## src/rtl/pf_mem_arbiter.sv

```systemverilog
`default_nettype none
// ============================================================================
// Module   : pf_mem_arbiter
// Purpose  : Arbitrates demand-miss and prefetch cacheline requests onto a
//            single 256-bit physical-memory port, with prefetch anti-starvation.
// Revision : 1.0 - initial release
// ============================================================================
module pf_mem_arbiter #(
   parameter int PF_STARVE_LIMIT = 4
) (
   input  logic         clk,
   input  logic         rst,
   // demand (cache) port
   input  logic         mem_read,
   input  logic         mem_write,
   input  logic [31:0]  mem_address,
   input  logic [255:0] mem_wdata,
   output logic [255:0] mem_rdata,
   output logic         mem_resp,
   // prefetcher port
   input  logic         pf_read,
   input  logic [31:0]  pf_address,
   output logic [255:0] pf_rdata,
   output logic         pf_resp,
   // physical memory port
   output logic         pmem_read,
   output logic         pmem_write,
   output logic [31:0]  pmem_address,
   output logic [255:0] pmem_wdata,
   input  logic [255:0] pmem_rdata,
   input  logic         pmem_resp
);

   localparam int c_CNT_W = $clog2(PF_STARVE_LIMIT + 1);
   localparam logic [c_CNT_W-1:0] c_LIMIT = c_CNT_W'(PF_STARVE_LIMIT);

   typedef enum logic [1:0] {
      S_IDLE     = 2'd0,
      S_DEMAND   = 2'd1,
      S_PREFETCH = 2'd2,
      S_DONE     = 2'd3
   } state_t;

   state_t               r_state;
   logic [c_CNT_W-1:0]   r_starve_cnt;

   logic w_dem_req;
   logic w_pf_wins;

   assign w_dem_req = mem_read | mem_write;
   assign w_pf_wins = pf_read && (r_starve_cnt == c_LIMIT);

   assign mem_rdata = pmem_rdata;
   assign pf_rdata  = pmem_rdata;
   assign mem_resp  = pmem_resp && (r_state == S_DEMAND);
   assign pf_resp   = pmem_resp && (r_state == S_PREFETCH);

   always_ff @(posedge clk) begin
      if (rst) begin
         r_state      <= S_IDLE;
         r_starve_cnt <= '0;
         pmem_read    <= 1'b0;
         pmem_write   <= 1'b0;
         pmem_address <= '0;
         pmem_wdata   <= '0;
      end else begin
         case (r_state)
            S_IDLE: begin
               if (w_dem_req && !w_pf_wins) begin
                  r_state      <= S_DEMAND;
                  pmem_address <= mem_address;
                  pmem_read    <= mem_read;
                  pmem_write   <= mem_write;
                  if (mem_write) begin
                     pmem_wdata <= mem_wdata;
                  end
                  // Counter is below the limit here whenever pf_read is high, so no wrap.
                  if (pf_read) begin
                     r_starve_cnt <= r_starve_cnt + 1'b1;
                  end else begin
                     r_starve_cnt <= '0;
                  end
               end else if (pf_read) begin
                  r_state      <= S_PREFETCH;
                  pmem_address <= pf_address;
                  pmem_read    <= 1'b1;
                  pmem_write   <= 1'b0;
                  r_starve_cnt <= '0;
               end else begin
                  r_starve_cnt <= '0;
               end
            end
            S_DEMAND, S_PREFETCH: begin
               if (pmem_resp) begin
                  pmem_read  <= 1'b0;
                  pmem_write <= 1'b0;
                  r_state    <= S_DONE;
               end
            end
            S_DONE: begin
               r_state <= S_IDLE;
            end
            default: begin
               r_state <= S_IDLE;
            end
         endcase
      end
   end

endmodule
`default_nettype wire

```

## config.mk

```make
export PLATFORM = sky130hd
export DESIGN_NAME = pf_mem_arbiter
export DESIGN_NICKNAME = d
export VERILOG_FILES = /design/src/rtl/pf_mem_arbiter.sv
export SDC_FILE = /design/constraint.sdc
export NUM_CORES = 1
export LEC_CHECK = 0
export ABC_AREA = 1
export CAP_MARGIN = 30
export CORE_AREA = 5 5 534 536
export DETAILED_ROUTE_END_ITERATION = 8
export DIE_AREA = 0 0 539 541
export GPL_TIMING_DRIVEN = 0
export PLACE_DENSITY = 0.31
export SYNTH_ARGS = -nofsm -noshare
export SYNTH_HDL_FRONTEND = slang
export SYNTH_SLANG_ARGS = --single-unit
```

## constraint.sdc

```tcl
create_clock -name clk -period 4.45 [get_ports clk]
set_clock_uncertainty 0.1 [all_clocks]
set_input_delay 0.445 -clock clk [delete_from_list [all_inputs] [get_ports clk]]
set_output_delay 0.445 -clock clk [all_outputs]
set_load 0.005 [all_outputs]
```

## Word-level counts from Yosys, hierarchy flattened

Index checks and enable logic that the tools add are counted.
Widths: inputs -> output; s select.

- Bits in registers: 295
- Word-level logic and storage cells: 42

- Add/subtract/negate cells: 1
- Equal/unequal tests: 6
- Multiplexer cells: 15
- Bitwise logic cells: 1
- Reductions and logical operators: 13

Operators with widths:

| kind | number |
|---|---|
| $mux 32 | 2 |
| $mux 2 | 3 |
| $mux 3 | 2 |
| $pmux 2 s3 | 1 |
| $reduce_and 3->1 | 2 |
| $mux 1 | 5 |
| $eq 2x2->1 const B | 2 |
| $logic_and 1x1->1 | 4 |
| $pmux 1 s2 | 2 |
| $reduce_and 2->1 | 2 |
| $reduce_bool 2->1 | 2 |
| $add 3x1->3 const B | 1 |
| $eq 3x3->1 const B | 1 |
| $ne 3x3->1 const B | 1 |
| $eq 2x1->1 const B | 1 |
| $logic_not 2->1 | 1 |
| $ne 2x2->1 const B | 1 |
| $reduce_or 2->1 | 1 |
| $logic_not 1->1 | 1 |
| $or 1x1->1 | 1 |

## Longest topological paths before layout

- Word-level depth: 6
- Depth in mapped cells: 10
- Gate-level depth less buffers: 9

## Worst setup path after synthesis

No wires, ideal clock.

- Kind: register -> register
- From: register r_starve_cnt[0]
- To: register pmem_wdata[245]
- Data arrival time: 1.353 ns
- Required time: 4.231 ns
- Path slack: 2.878 ns
- Stages on the path, launching flop included: 9
- Path buffers: 2
- Period minus slack after synthesis: 1.572 ns
- Cell sequence: dfxtp_1 > inv_1 > ha_1 > nand3_2 > nand3_4 > buf_4 > buf_4 > o21ai_0 > a21oi_1

- Word-level cells in the longest chain between the ends: 5

RTL lines:

| element | RTL line | source |
|---|---|---|
| start: declaration | 45 | `logic [c_CNT_W-1:0] r_starve_cnt;` |
| start signal: assignment | 79 | `r_starve_cnt <= r_starve_cnt + 1'b1;` |
| $eq 3x3->1 | 51 | `assign w_pf_wins = pf_read && (r_starve_cnt == c_LIMIT);` |
| $logic_and 1x1->1 | 51 |  |
| $logic_not 1->1 | 69 | `if (w_dem_req && !w_pf_wins) begin` |
| $logic_and 1x1->1 | 69 |  |
| $reduce_and 3->1 (no source line) | n/a |  |
| end signal: assignment | 75 | `pmem_wdata <= mem_wdata;` |
| end: declaration | 29 | `output logic [255:0] pmem_wdata,` |

No other way between the ends.
A chain may end at the register's enable or synchronous reset.

## Final worst setup path

- From: register r_starve_cnt[0]
- To: register pmem_wdata[98]

Same word-level chain as after synthesis.

==> results.md <==
- The flow ran to the end, and the final reports show no timing, DRC or antenna violations.
- The count of unresolved DRC violations after routing is 0.
- The vias per cell is about 2.5.
- Summing every instance area after synthesis gives around 0.015 mm².
- OpenSTA, run right after detailed placement, puts the worst setup slack at 0.883 ns.
- After clock tree synthesis, the repair step resized 0 gates.
- The critical path class is reg2reg.
- The Yosys step of the flow raised 0 warnings.
- The number of cells in the design after placement is 6849.
- Setup repair after global routing left no endpoint under its margin.
- The detailed-route wire length per cell is between 20 and 25 µm.
- The transition time at the pin with the least slew margin is 0.791 ns.
- The top fanout value on the critical path is 10.
- The worst register-to-register path ends at pmem_wdata[98].
- The CTS tree is yes.
- The violation count after the first detailed-route iteration is roughly 700.
- Summed over all cells, the static leakage comes to about 12 nW.
- The end point of the critical path is pmem_wdata[98].
- The initial standard-cell utilization of the core is around 5.4%.
- The pre-antenna-repair detailed-routing pass consisted of 4 iterations.
- The floorplan die area is just under 0.3 mm².
- Clock tree synthesis selected as its root buffer the cell clkbuf_16.
- The vertical extent of the die is 541 µm.
- STA puts the critical path data required time at 4.84 ns.
- The core footprint is between 0.2 and 0.3 mm².
- The post-route minimum period is roughly 2.8 ns.
- The worst pin sits at a relative slew slack of a little under half.
- The area of combinational cells with multiple inputs is 0.00366 mm².
- The flop and latch count out of synthesis is roughly 300.
- In this run the power density over the cells is between 400 and 500 mW/mm².
- The reg-to-reg setup timing slack is ~1.6 ns.
- In the final layout, flip-flops and latches occupy 0.00591 mm².
- The number of buffers added on ports is roughly 1100.
- The number of antenna-violating nets in the routed design is 0.
- After clock tree synthesis, the clock-pin slew on the worst setup and hold paths is 0.06 ns.
- The final-stage net count is roughly 3700.
- The final hold violation count is 0.
- The routability congestion estimate is about 0.85.
- The global route total overflow is 0.
- In this run the worst setup path begins at r_starve_cnt[0].
- In the synthesized netlist, the number of instances is slightly below 2000.
- The number of placement rows is 195.
- The routed layout has 17184 vias.
- The clock net in this run drives a total of 295 sinks.
- roughly 1400 I/O pins were placed.
- The number of global-route vias before repair is roughly 17000.
- The highest clock rate is 353 MHz.
- The post-synthesis to final-layout area growth is 117%.
- The worst register-to-register path begins at r_starve_cnt[0].
- The H-tree was split into 2 levels.
- The worst-skew pair later-pin latency is 0.63 ns.
- The final wirelength is 157000 µm.
- The total of endpoints with negative setup slack in the final report is 0.
- The number of fill cells in the layout is 32369.
- Once layout is complete, the cells apart from fillers number about 6900.
- In this run, post-CTS hold repair placed 0 buffers.
- The final worst-path setup slack is about 1.6 ns.
- The initial antenna violation count was just over 90.
- The count of different cell masters after synthesis is 23.
- The worst hold path belongs to the class in2reg.
- Global routing used 10.2% of the available tracks across all layers.
- Entering global routing, the biggest net connects 13 pins.
- In the final layout, the share of cells above drive strength 1 is 20.9%.
- In this run the deepest clock path goes through 3 buffers.
- Sequential elements use about 39% of the synthesized area.
- Once detailed placement completed, the half-perimeter wirelength came to approximately 140000 µm.
- Counting cells, the worst reg-to-reg path comes to 8.
- The number of maximum-capacitance violations is 0.
- Each instance of the synthesized netlist takes up on average about 7.7 µm².
- Measured along the x axis, the die boundary spans roughly 540 µm.
- STA classifies the critical path startpoint as a flop.
- The first global-routing pass estimated slightly below 200000 µm of wire.
- The final count of pins violating max slew is 0.
- The post-route clock period utilization is between 60 and 70%.
- Counting every net in the synthesized netlist gives between 2000 and 3000.
- The arrival time of data at the critical path endpoint is between 3 and 4 ns.
- In this run the post-CTS setup repair buffer count came out at 0.
- Across the VDD grid, the largest voltage drop is roughly 260 µV.
- STA classifies the critical path endpoint as a flop.
- Buffers inserted during clock tree synthesis total 43.
cell type report:
cell class                 instances  area share [%]
antenna                           15           0.115
buffer                           616            13.5
clock buffer                      58            3.70
clock inverter                    20           0.943
inverter                         303            3.47
multi-input combinational        756            11.2
sequential                       295            18.0
tap                             3743            14.3
timing repair buffer            1136            34.8
critical path: stages (launching register included):
cell,delay [ns]
dfxtp_1,0.34
inv_1,0.07
ha_1,0.22
nand3_2,0.27
nand3_4,0.39
buf_6,0.34
buf_6,0.17
o21ai_0,0.62
a21oi_1,0.08
registers in the layout (all words and copies together) (netlist names):
name          cells
pmem_address     32
pmem_wdata      256
r_state           2
pmem_read         1
pmem_write        1
r_starve_cnt      3
Yosys cell counts:
library cell	number	share of area, %
clkbuf_2	1	0.033
inv_1	302	7.5
ha_1	5	0.41
nor2_1	76	1.9
nand3_2	1	0.066
o21a_1	1	0.050
buf_2	43	1.4
nand2_1	82	2.0
buf_1	4	0.099
nand3_4	1	0.12
or2_2	1	0.041
a21oi_4	1	0.11
o21ai_1	68	2.2
o21ai_0	190	6.3
buf_4	525	26
nand4_1	1	0.041
dfxtp_1	295	39
clkbuf_1	31	0.77
xnor2_1	1	0.058
a21oi_1	260	8.6
buf_6	12	0.89
nand3_1	68	2.2
inv_2	1	0.025
metal layers:
| layer | vias to the layer above | track usage [%] | share of wire (%) |
|---|---|---|---|
| met1 | 7779 | 11.3 | 38 |
| met3 | 182 | 6.71 | 15 |
| met2 | 1097 | 16.5 | 45 |
| met5 | - | 0 | 0.28 |
| li1 | 8062 | - | - |
| met4 | 64 | 1.81 | 1.7 |
cells in the final DEF, fill, tap and decap left out, types with 2 or more instances in the layout:
| cell type | instances |
|---|---|
| a21oi_1 | 260 |
| buf_1 | 4 |
| buf_16 | 2 |
| buf_2 | 46 |
| buf_4 | 525 |
| buf_6 | 14 |
| bufinv_16 | 7 |
| clkbuf_1 | 38 |
| clkbuf_16 | 43 |
| clkbuf_8 | 8 |
| clkdlybuf4s50_1 | 1128 |
| clkinv_2 | 10 |
| dfxtp_1 | 295 |
| diode_2 | 15 |
| ha_1 | 5 |
| inv_1 | 302 |
| inv_16 | 2 |
| nand2_1 | 82 |
| nand3_1 | 68 |
| nor2_1 | 76 |
| o21ai_0 | 188 |
| o21ai_1 | 70 |
report_power, final:
group / leakage, nW / switching, mW / internal [mW]
Clock: 0.758 / 1.49 / 2.32
Sequential: 2.44 / 0.500 / 3.47
Combinational: 9.24 / 3.18 / 3.02
worst min path at each step:
stage	from	to	slack (ns)	cells after the start
after CTS	rst	pmem_address[1]	0.07	4
after detailed placement	pmem_wdata[83]	pmem_wdata[83]	0.34	2
after floorplan	pmem_wdata[245]	pmem_wdata[245]	0.34	2
final	rst	pmem_address[1]	0.16	4
after global routing	rst	pmem_address[1]	0.15	4
after global placement	pmem_wdata[171]	pmem_wdata[171]	0.33	2
kinds of logic after synthesis:
family                   count (synthesis)  synth area share, %
adder cells (fa/ha/maj)                  5                0.413
XOR/XNOR                                 1               0.0579
AO/OA/AOI/OAI                          520                 17.3
buffers and inverters                  919                 36.8
flip-flops                             295                 39.0
AND/OR/NAND/NOR                        230                 6.43
per-stage QoR:
step / hold WS [ns] / util [%] / TNS (ns) / total power, mW / cell area (µm²)
after floorplan: 0.340 / - / 0 / 6.09 / 15100
after global placement: 0.332 / 11.1 / -0.897 / 10.4 / 31100
after detailed placement: 0.335 / 11.1 / 0 / 10.5 / 31200
after CTS: 0.0746 / 11.7 / 0 / 14.5 / 32700
after global routing: 0.147 / 11.7 / 0 / 15.0 / 32700
final: 0.159 / 11.7 / 0 / 14.0 / 32800
Note: power is estimated with default switching activity, not from simulation.
==> edit, RTL diff (same flow settings) <==
Reset style: asynchronous (`rst`), changed in one clocked block.
--- a/src/rtl/pf_mem_arbiter.sv
+++ b/src/rtl/pf_mem_arbiter.sv
@@ -56,5 +56,5 @@
    assign pf_resp   = pmem_resp && (r_state == S_PREFETCH);
 
-   always_ff @(posedge clk) begin
+   always_ff @(posedge clk or posedge rst) begin
       if (rst) begin
          r_state      <= S_IDLE;
Check against the original RTL: not settled (the Yosys comparison gave no result); the edit may change what the design does.
==> edit against the unedited design <==
Wire length grew 0.20%; power grew 26%; die area is the same; synthesized cell count shrank 2.0%; final area grew 3.2%; combinational power grew 40%; sequential power grew 21%; sequential cell count is the same; worst setup slack gained 0.15 ns; hold slack gained 0.055 ns; synthesized area grew 4.4%.
==> edit: results (changes against the unedited design) <==
{
  "synth": {
    "synth_cells": {"value": 1930, "change": "was 1,970"},
    "synth_area_leaders": {"value": "sky130_fd_sc_hd__dfrtp_1, sky130_fd_sc_hd__buf_4, sky130_fd_sc_hd__nand2_1", "change": "was sky130_fd_sc_hd__dfxtp_1, sky130_fd_sc_hd__buf_4, sky130_fd_sc_hd__a21oi_1"},
    "synth.lib_cells_used.distinct": {"value": 19, "change": "was 23"},
    "synthesized_area_fraction_occupied_by_adder_cells": {"value": 0.3960, "unit": "%", "change": "was 0.4134%"},
    "ys.flop_type": {"value": "sky130_fd_sc_hd__dfrtp_1", "change": "was sky130_fd_sc_hd__dfxtp_1"}
  },
  "final_layout": {
    "post_layout_nonfiller_instances": {"value": 6912, "change": "was 6,942"},
    "post_route_cells_drive_above_1_share": {"value": 21.51, "unit": "%", "change": "was 20.89%"},
    "non_clock_inverter_count": {"value": 80, "change": "was 303"},
    "n_antenna_cell": {"value": 8, "change": "was 15"},
    "multi_input_area_share": {"value": 11.29, "unit": "%", "change": "was 11.17%"},
    "final.signal_buffer_count": {"value": 1730, "change": "was 1,752"},
    "area_share_clock_buf_inv": {"value": 4.854, "unit": "%", "change": "was 4.642%"}
  },
  "placement": {
    "routabilityCongestion": {"value": 0.8482, "change": "was 0.8478"},
    "detailed_place.area": {"value": 32160, "unit": "um2", "change": "was 31,210 um2"},
    "dp.cells": {"value": 6819, "change": "was 6,849"}
  },
  "worst_setup_path": {
    "reg2reg_slack": {"value": 1.79, "unit": "ns", "change": "was 1.62 ns"},
    "rr_worst_depth": {"value": 10, "change": "was 8"},
    "rr_endpoint": {"value": "pmem_wdata[189]", "change": "was pmem_wdata[98]"},
    "r2r_start": {"value": "r_starve_cnt[0]", "change": "unchanged"},
    "worstSetupStartpoint": {"value": "r_state[1]", "change": "was r_starve_cnt[0]"},
    "cp_max_fo": {"value": 3, "change": "was 10"},
    "worst-endpoint-arrival": {"value": 2.14, "unit": "ns", "change": "was 3.22 ns"}
  },
  "hold_path": {
    "worstHoldPathType": {"value": "input pin to asynchronous set/reset pin", "change": "was input pin to flop"}
  },
  "global_routing": {
    "grtUsageTotal": {"value": 10.31, "unit": "%", "change": "was 10.21%"},
    "grt_max_degree": {"value": 37, "change": "was 13"},
    "number_of_global_route_vias_before_repair": {"value": 17660, "change": "was 17,420"},
    "grt_antenna_before_repair": {"value": 69, "change": "was 91"}
  },
  "drt": {
    "overall_via_count_from_detail_route": {"value": 16830, "change": "was 17,180"}
  },
  "clock_network": {
    "cts_made_buffers": {"value": 46, "change": "was 43"}
  },
  "sta": {
    "tightestPinTransition": {"value": 0.8226, "unit": "ns", "change": "was 0.7910 ns"}
  },
  "outcome": {
    "status": {"value": "finished, final reports clean", "change": "unchanged"}
  },
  "power_and_ir_drop": {
    "vdd_drop_max": {"value": 0.2603, "unit": "mV", "change": "was 0.2600 mV"}
  }
}
[edit: worst max-delay path, cell delays in order, from the launching register on]
cell	delay (ns)
sky130_fd_sc_hd__dfrtp_1	0.39
sky130_fd_sc_hd__inv_1	0.08
sky130_fd_sc_hd__ha_1	0.14
sky130_fd_sc_hd__nand2_1	0.05
sky130_fd_sc_hd__inv_1	0.09
sky130_fd_sc_hd__clkdlybuf4s50_1	0.73
[edit: stage by stage]
stage / setup slack [ns] / power, uW / hold slack [ns]
global route: 1.544 / 19130 / 0.1667
detailed placement: 1.093 / 14090 / 0.3572
global placement: -3.872 / 13920 / 0.3561
floorplan: -0.01212 / 7124 / 0.3646
finish: 1.769 / 17570 / 0.2148
CTS: 1.510 / 18480 / 0.1263
[edit: routing by layer]
layer  wire [um]  up-vias  track usage (%)
li1            -     7715                -
met2       73010     1052            17.12
met5         499        -                0
met4        3157       70            2.064
met1       54090     7812            10.34
met3       26550      183            7.796
